## src/rtl/fle_serial_addsub.sv

```systemverilog
// Bit-serial add/subtract engine.
// A single full-adder cell with a registered carry walks the operands LSB
// first, one bit per clock. Subtraction is A + ~B + 1: B is inverted at load
// time and the carry is preset to 1. After the last bit, one more edge copies
// the finished sum and flags into the output registers. Those registers stay
// stable for as long as the result handshake is pending.
module fle_serial_addsub #(
  parameter int WIDTH = 8
) (
  input  logic             clk,
  input  logic             reset,
  input  logic             in_valid,
  output logic             in_ready,
  input  logic [WIDTH-1:0] in_a,
  input  logic [WIDTH-1:0] in_b,
  input  logic             in_sub,
  output logic             out_valid,
  input  logic             out_ready,
  output logic [WIDTH-1:0] out_result,
  output logic             out_carry,
  output logic             out_ovf
);

  // Counter runs 0..WIDTH: values below WIDTH are bit steps, and WIDTH is the publish step.
  localparam int CW = $clog2(WIDTH + 1);

  typedef enum logic [1:0] {
    IDLE,
    RUN,
    DONE
  } state_t;

  state_t           state_reg;
  logic [WIDTH-1:0] a_sh_reg;
  logic [WIDTH-1:0] b_sh_reg;
  logic [WIDTH-1:0] res_reg;
  logic             carry_reg;
  logic             sub_reg;
  logic             c_msb_reg;
  logic [CW-1:0]    cnt_reg;
  logic             in_ready_reg;
  logic             out_valid_reg;
  logic [WIDTH-1:0] out_result_reg;
  logic             out_carry_reg;
  logic             out_ovf_reg;

  logic fa_s;
  logic fa_co;

  // The one full-adder slice, fed by the LSBs of the shift registers.
  always_comb begin
    fa_s  = a_sh_reg[0] ^ b_sh_reg[0] ^ carry_reg;
    fa_co = (a_sh_reg[0] & b_sh_reg[0]) |
            (a_sh_reg[0] & carry_reg)   |
            (b_sh_reg[0] & carry_reg);
  end

  // Control FSM plus datapath. Every output comes straight from a register.
  always_ff @(posedge clk) begin
    if (reset) begin
      state_reg      <= IDLE;
      a_sh_reg       <= '0;
      b_sh_reg       <= '0;
      res_reg        <= '0;
      carry_reg      <= 1'b0;
      sub_reg        <= 1'b0;
      c_msb_reg      <= 1'b0;
      cnt_reg        <= '0;
      in_ready_reg   <= 1'b1;
      out_valid_reg  <= 1'b0;
      out_result_reg <= '0;
      out_carry_reg  <= 1'b0;
      out_ovf_reg    <= 1'b0;
    end else begin
      case (state_reg)
        IDLE: begin
          if (in_valid) begin
            a_sh_reg     <= in_a;
            b_sh_reg     <= in_b ^ {WIDTH{in_sub}};
            carry_reg    <= in_sub;
            sub_reg      <= in_sub;
            cnt_reg      <= '0;
            in_ready_reg <= 1'b0;
            state_reg    <= RUN;
          end
        end
        RUN: begin
          if (cnt_reg == CW'(WIDTH)) begin
            // Every bit is processed, so publish the result and flags.
            out_result_reg <= res_reg;
            out_carry_reg  <= carry_reg ^ sub_reg;
            out_ovf_reg    <= carry_reg ^ c_msb_reg;
            out_valid_reg  <= 1'b1;
            state_reg      <= DONE;
          end else begin
            res_reg   <= {fa_s, res_reg[WIDTH-1:1]};
            a_sh_reg  <= a_sh_reg >> 1;
            b_sh_reg  <= b_sh_reg >> 1;
            carry_reg <= fa_co;
            if (cnt_reg == CW'(WIDTH - 1)) begin
              // Carry into the sign bit, needed for signed overflow.
              c_msb_reg <= carry_reg;
            end
            cnt_reg <= cnt_reg + CW'(1);
          end
        end
        DONE: begin
          if (out_ready) begin
            out_valid_reg <= 1'b0;
            in_ready_reg  <= 1'b1;
            state_reg     <= IDLE;
          end
        end
        default: begin
          state_reg     <= IDLE;
          in_ready_reg  <= 1'b1;
          out_valid_reg <= 1'b0;
        end
      endcase
    end
  end

  assign in_ready   = in_ready_reg;
  assign out_valid  = out_valid_reg;
  assign out_result = out_result_reg;
  assign out_carry  = out_carry_reg;
  assign out_ovf    = out_ovf_reg;

endmodule

```

## config.mk

```make
export PLATFORM = sky130hd
export DESIGN_NAME = fle_serial_addsub
export DESIGN_NICKNAME = d
export VERILOG_FILES = /design/src/rtl/fle_serial_addsub.sv
export SDC_FILE = /design/constraint.sdc
export NUM_CORES = 1
export LEC_CHECK = 0
export BUFFER_PORTS_ARGS = -buffer_cell sky130_fd_sc_hd__buf_2
export CORE_UTILIZATION = 31
export CTS_CLUSTER_DIAMETER = 40
export DETAILED_ROUTE_END_ITERATION = 8
export GPL_ROUTABILITY_DRIVEN = 0
export PLACE_DENSITY = 0.59
export SYNTH_ARGS = -nofsm -noshare
export SYNTH_HDL_FRONTEND = slang
export SYNTH_SLANG_ARGS = --single-unit
```

## constraint.sdc

```tcl
create_clock -name clk -period 1.65 [get_ports clk]
set_input_delay 0.0825 -clock clk [delete_from_list [all_inputs] [get_ports clk]]
set_output_delay 0.0825 -clock clk [all_outputs]
set_load 0.02 [all_outputs]
```

### Word level (Yosys, flattened, before mapping)

Cells that the tools add are included.

* flip-flop bits (word level): 45
* bits in latches: 0
* RAM bits: 0
* memory bits (read-only): 0
* input port bits: 21
* output and inout port bits: 12
* logic and storage cells: 67
* memories kept: 0

* $add $sub $neg: 1
* multipliers: 0
* div/mod/pow operators: 0
* order comparisons: 0
* equal/unequal tests: 8
* shift operators: 0
* multiplexer cells: 22
* bitwise logic cells: 13
* reductions and logical operators: 10

Operators with widths (number)
* 8-bit 2-to-1 mux: 4
* 8-bit one-hot mux with 2 select lines: 2
* 3-bit AND reduction: 5
* 4-bit 2-to-1 mux: 2
* 2-bit inequality test (second input constant): 4
* 4-bit one-hot mux with 2 select lines: 1
* 8-bit XOR: 1
* 1-bit 2-to-1 mux: 6
* 2-bit 2-to-1 mux: 3
* 1-bit one-hot mux with 3 select lines: 2
* 2-bit one-hot mux with 3 select lines: 1
* 2-bit AND reduction: 3
* 4-bit by 1-bit adder with 4-bit output (second input constant): 1
* 4-bit by 3-bit equality test with 1-bit output (second input constant): 1
* 4-bit equality test (second input constant): 1
* 1-bit XOR: 4
* 1-bit bitwise AND: 3
* 1-bit NOT: 3
* 2-bit by 1-bit equality test with 1-bit output (second input constant): 1
* 2-bit equality test (second input constant): 1
* 2-bit logical NOT: 1
* 1-bit bitwise OR: 2
* 1-bit one-hot mux with 2 select lines: 1
* 2-bit nonzero test: 1

### Longest topological paths before layout

* word-level depth: 5
* gate-level depth with buffers: 6
* gate-level depth less buffers: 5

### Worst setup path after synthesis

No wires, ideal clock.

* path type: register to register
* start point: reg cnt_reg[0]
* end point: reg a_sh_reg[4]
* library setup time: 0.136 ns
* data arrival time: 1.263 ns
* path slack: 0.251 ns
* stages on the path, launching flop included: 7
* path through: dfxtp_1 > inv_1 > ha_1 > and4b_4 > nor2_8 > buf_6 > a311oi_2

* cells in the longest elaborated chain, start to end: 3

Ends and longest elaborated chain
* from (decl): line 40 `logic [CW-1:0] cnt_reg;`
* from (signal assigned): line 104 `cnt_reg <= cnt_reg + CW'(1);`
* 4-bit equality test: line 88 `if (cnt_reg == CW'(WIDTH)) begin`
* 2-bit inequality test (no line)
* 3-bit AND reduction (no line)
* to (signal assigned): line 78 `a_sh_reg <= in_a;`
* to (signal assigned): line 97 `a_sh_reg <= a_sh_reg >> 1;`
* to (decl): line 34 `logic [WIDTH-1:0] a_sh_reg;`

No other way between the ends.
A chain may end at the register's enable or synchronous reset.

### Worst setup path after layout

* start point: reg cnt_reg[0]
* end point: reg b_sh_reg[3]

* cells in the longest elaborated chain, start to end: 3

Ends and longest elaborated chain
* 4-bit equality test: line 88
* 2-bit inequality test (no line)
* 3-bit AND reduction (no line)
* to (signal assigned): line 79 `b_sh_reg <= in_b ^ {WIDTH{in_sub}};`
* to (signal assigned): line 98 `b_sh_reg <= b_sh_reg >> 1;`
* to (decl): line 35 `logic [WIDTH-1:0] b_sh_reg;`

No other way between the ends.

==> metrics <==
crit path max-delay cell type=dfxtp_1; cell leakage power=~0.96 nW; height of the die=roughly 86 um; WP data required=between 1500 and 2000 ps; Simple-Gate Fraction of Synth Area=19.3%; routed vias=1738; worst-margin pin slew=about 420 ps; H-tree levels=2; vias in the first global route=roughly 1700; clk_skew=roughly 7.6 ps; largest cells by area after synthesis=dfxtp_1 (41%), a21oi_1 (7.3%), a311oi_2 (6.1%); Hold Buf Count CTS=0; chip width=around 86 um; cts bufs inserted=5; xor/xnor cell area share of the yosys netlist=between 3 and 4%; Async SR Flop Fraction=0%; Setup violations, final=0; DIE AREA=between 7000 and 8000 um^2; GR Overflow Total=0; worst r2r src=cnt_reg[0]; Syn Nets=266; final hold vios=0; Residual DRC=0; Max Cap Violations=0; post-route setup slack=~130 ps; clk sinks=45; mean post-synth cell area=between 9 and 10 um^2; Crit. End Element=flop; setup tns final=0 ps; clock-pin slew on the worst setup and hold paths=80 ps; Yosys top cell by area=dfxtp_1; PostCTS Resize Cnt=0; # diodes=0; Max Root-Sink Buffers=2; I/O Buffers=32; peak supply drop=roughly 0.00042 V; hold_sp=in_a[7]; Filler cells=roughly 720; Max Freq=around 0.66 GHz; Compound-Gate Fraction of Synth Area=a little over a quarter; post-synthesis mux area share=less than 1%; Via density=4.76; number of synthesized register bits=45; total wire length=between 4000 and 5000 um; first-pass GRT wire length=about 8000 um; number of synthesized flops with an enable pin=0; Iter 0 DRT Violations=between 80 and 90; count leader, synth=dfxtp_1; Hold WS=36.1 ps; pwr/cell area=between 900 and 1000 nW/um^2; post-synthesis adder-cell area fraction=under 10%; largest family of logic cells by synthesized area=compound AO/OA/AOI/OAI gates; Synth cell types=44; worst hold path type=in -> reg; Synth-to-Final Area Change=16.5%; final HPWL from detailed placement=a little over 3000 um; total I/O pin count=33; fin crit share=slightly above 90%; Final Slew Violations=0; # rows=30; top cell type's share of synthesized area=40.9%; outcome=finished clean; crit-path cells=inv_1 > ha_1 > nand4b_2 > nand3_4 > o32ai_2; Clock Latency Late Sink=around 300 ps; Synth top cells by count=dfxtp_1 (45), a21oi_1 (32), nand2_1 (27); RSZ-0062 raised after global routing=true; post-synthesis instance area=roughly 2200 um^2; Final #Nets=a little under 300; Reg-to-Reg End=b_sh_reg[3]; sequential fraction of the synthesis area=about two fifths; layout cells sized above 1=between 20 and 30%; Worst Hold Endpoint=a_sh_reg[7]; total chip power=2.31 mW; fin cells=between 300 and 400; Worst Hold Depth=3; Starting Density=between 30 and 40%; Antenna Nets Post-Route=0; TritonCTS clock tree=built; Ys Warns=0; Pre-Repair DR Iteration Count=4; Rel. slew slack=a little under three quarters; post-CTS setup buffers=0; Total GRT Usage=about an eighth; Critical Path Max Stage Delay=380 ps; largest net degree at the start of global routing=between 40 and 50; Reg2Reg Depth=5; CP Launch Type=flop; Worst R2R Setup Slack=130 ps; Cell Area, Placed=about 2500 um^2; Root Driver=clkbuf_8; Core Area=around 6800 um^2; critical path type=reg -> reg; initial antenna violation count=0; Final Util=a little under two fifths; wire length per cell=12.4 um; Period minus WS final=roughly 1500 ps; Setup WS pre-CTS=104 ps; CP Max Fanout=10; Main synth FF type=dfxtp_1; critical path arrival=1740 ps; dpl cells=about 360; Final Instance Area=approximately 2600 um^2; Mapped Cells=~240
==> worst max path at each step <==
| stage | cells after the start | slack [ps] | end | from |
|---|---|---|---|---|
| 6_report | 5 | 130 | b_sh_reg[3] | cnt_reg[0] |
| 5_1_grt | 5 | -10 | b_sh_reg[3] | cnt_reg[0] |
| 4_1_cts | 5 | 80 | a_sh_reg[4] | cnt_reg[0] |
| 3_5_place_dp | 5 | 100 | a_sh_reg[4] | cnt_reg[0] |
| 3_3_place_gp | 5 | 170 | a_sh_reg[6] | cnt_reg[0] |
| 2_1_floorplan | 6 | 250 | a_sh_reg[4] | cnt_reg[0] |
==> where the power goes <==
group,switching [mW],total [mW],internal (mW)
sequential,0.0367,1.17,1.13
clock,0.388,0.841,0.453
combinational,0.173,0.297,0.125
total,0.597,2.31,1.71
==> cell usage in the layout (no fill, tap or decap), types with 2 or more instances in the layout <==
master | netlist | final
ha_1 | 2 | 2
inv_1 | 5 | 5
buf_2 | 9 | 32
a21oi_1 | 32 | 32
clkbuf_8 | 0 | 5
o21ai_0 | 16 | 16
buf_4 | 4 | 4
nand2_1 | 27 | 27
nor2_1 | 18 | 18
o21ai_1 | 5 | 5
o32ai_2 | 7 | 7
a31oi_1 | 2 | 2
buf_12 | 0 | 3
nand3_1 | 19 | 19
a311oi_2 | 9 | 9
xnor2_1 | 2 | 2
dfxtp_1 | 45 | 45
xor2_1 | 8 | 8
==> cell families (layout without fill, tap and decap cells) <==
logic type               count (synthesis)  in the layout
AO/OA/AOI/OAI                           78             78
buffers and inverters                   26             53
multiplexers                             1              1
flip-flops                              45             45
XOR/XNOR                                10             10
AND/OR/NAND/NOR                         79             79
adder cells (fa/ha/maj)                  3              3
==> layout make-up <==
type                            instances  area (um^2)  share of cell area (%)
Clock buffer                            5         68.8                    2.68
Inverter                                6         22.5                   0.878
Sequential cell                        45          901                    35.1
Tap cell                               96          120                    4.68
Clock inverter                          3         46.3                    1.80
Multi-Input combinational cell        171         1160                    45.1
Timing Repair Buffer                   39          250                    9.75
==> critical path, delay by kind of cell (launching register included) <==
| family | cells | cell delay [ps] |
|---|---|---|
| flops | 1 | 380 |
| simple gates | 2 | 450 |
| compound gates | 1 | 290 |
| fa+ha+maj | 1 | 260 |
| buf+inv | 1 | 70 |
==> per-layer routing <==
| metal | global-route usage, % | part of all wire (%) |
|---|---|---|
| met5 | 0 | 0 |
| met4 | 4.09 | 1.2 |
| met3 | 3.43 | 2.8 |
| met2 | 23.4 | 49 |
| met1 | 15.8 | 47 |
No activity file was read; power rests on OpenSTA's default activity.
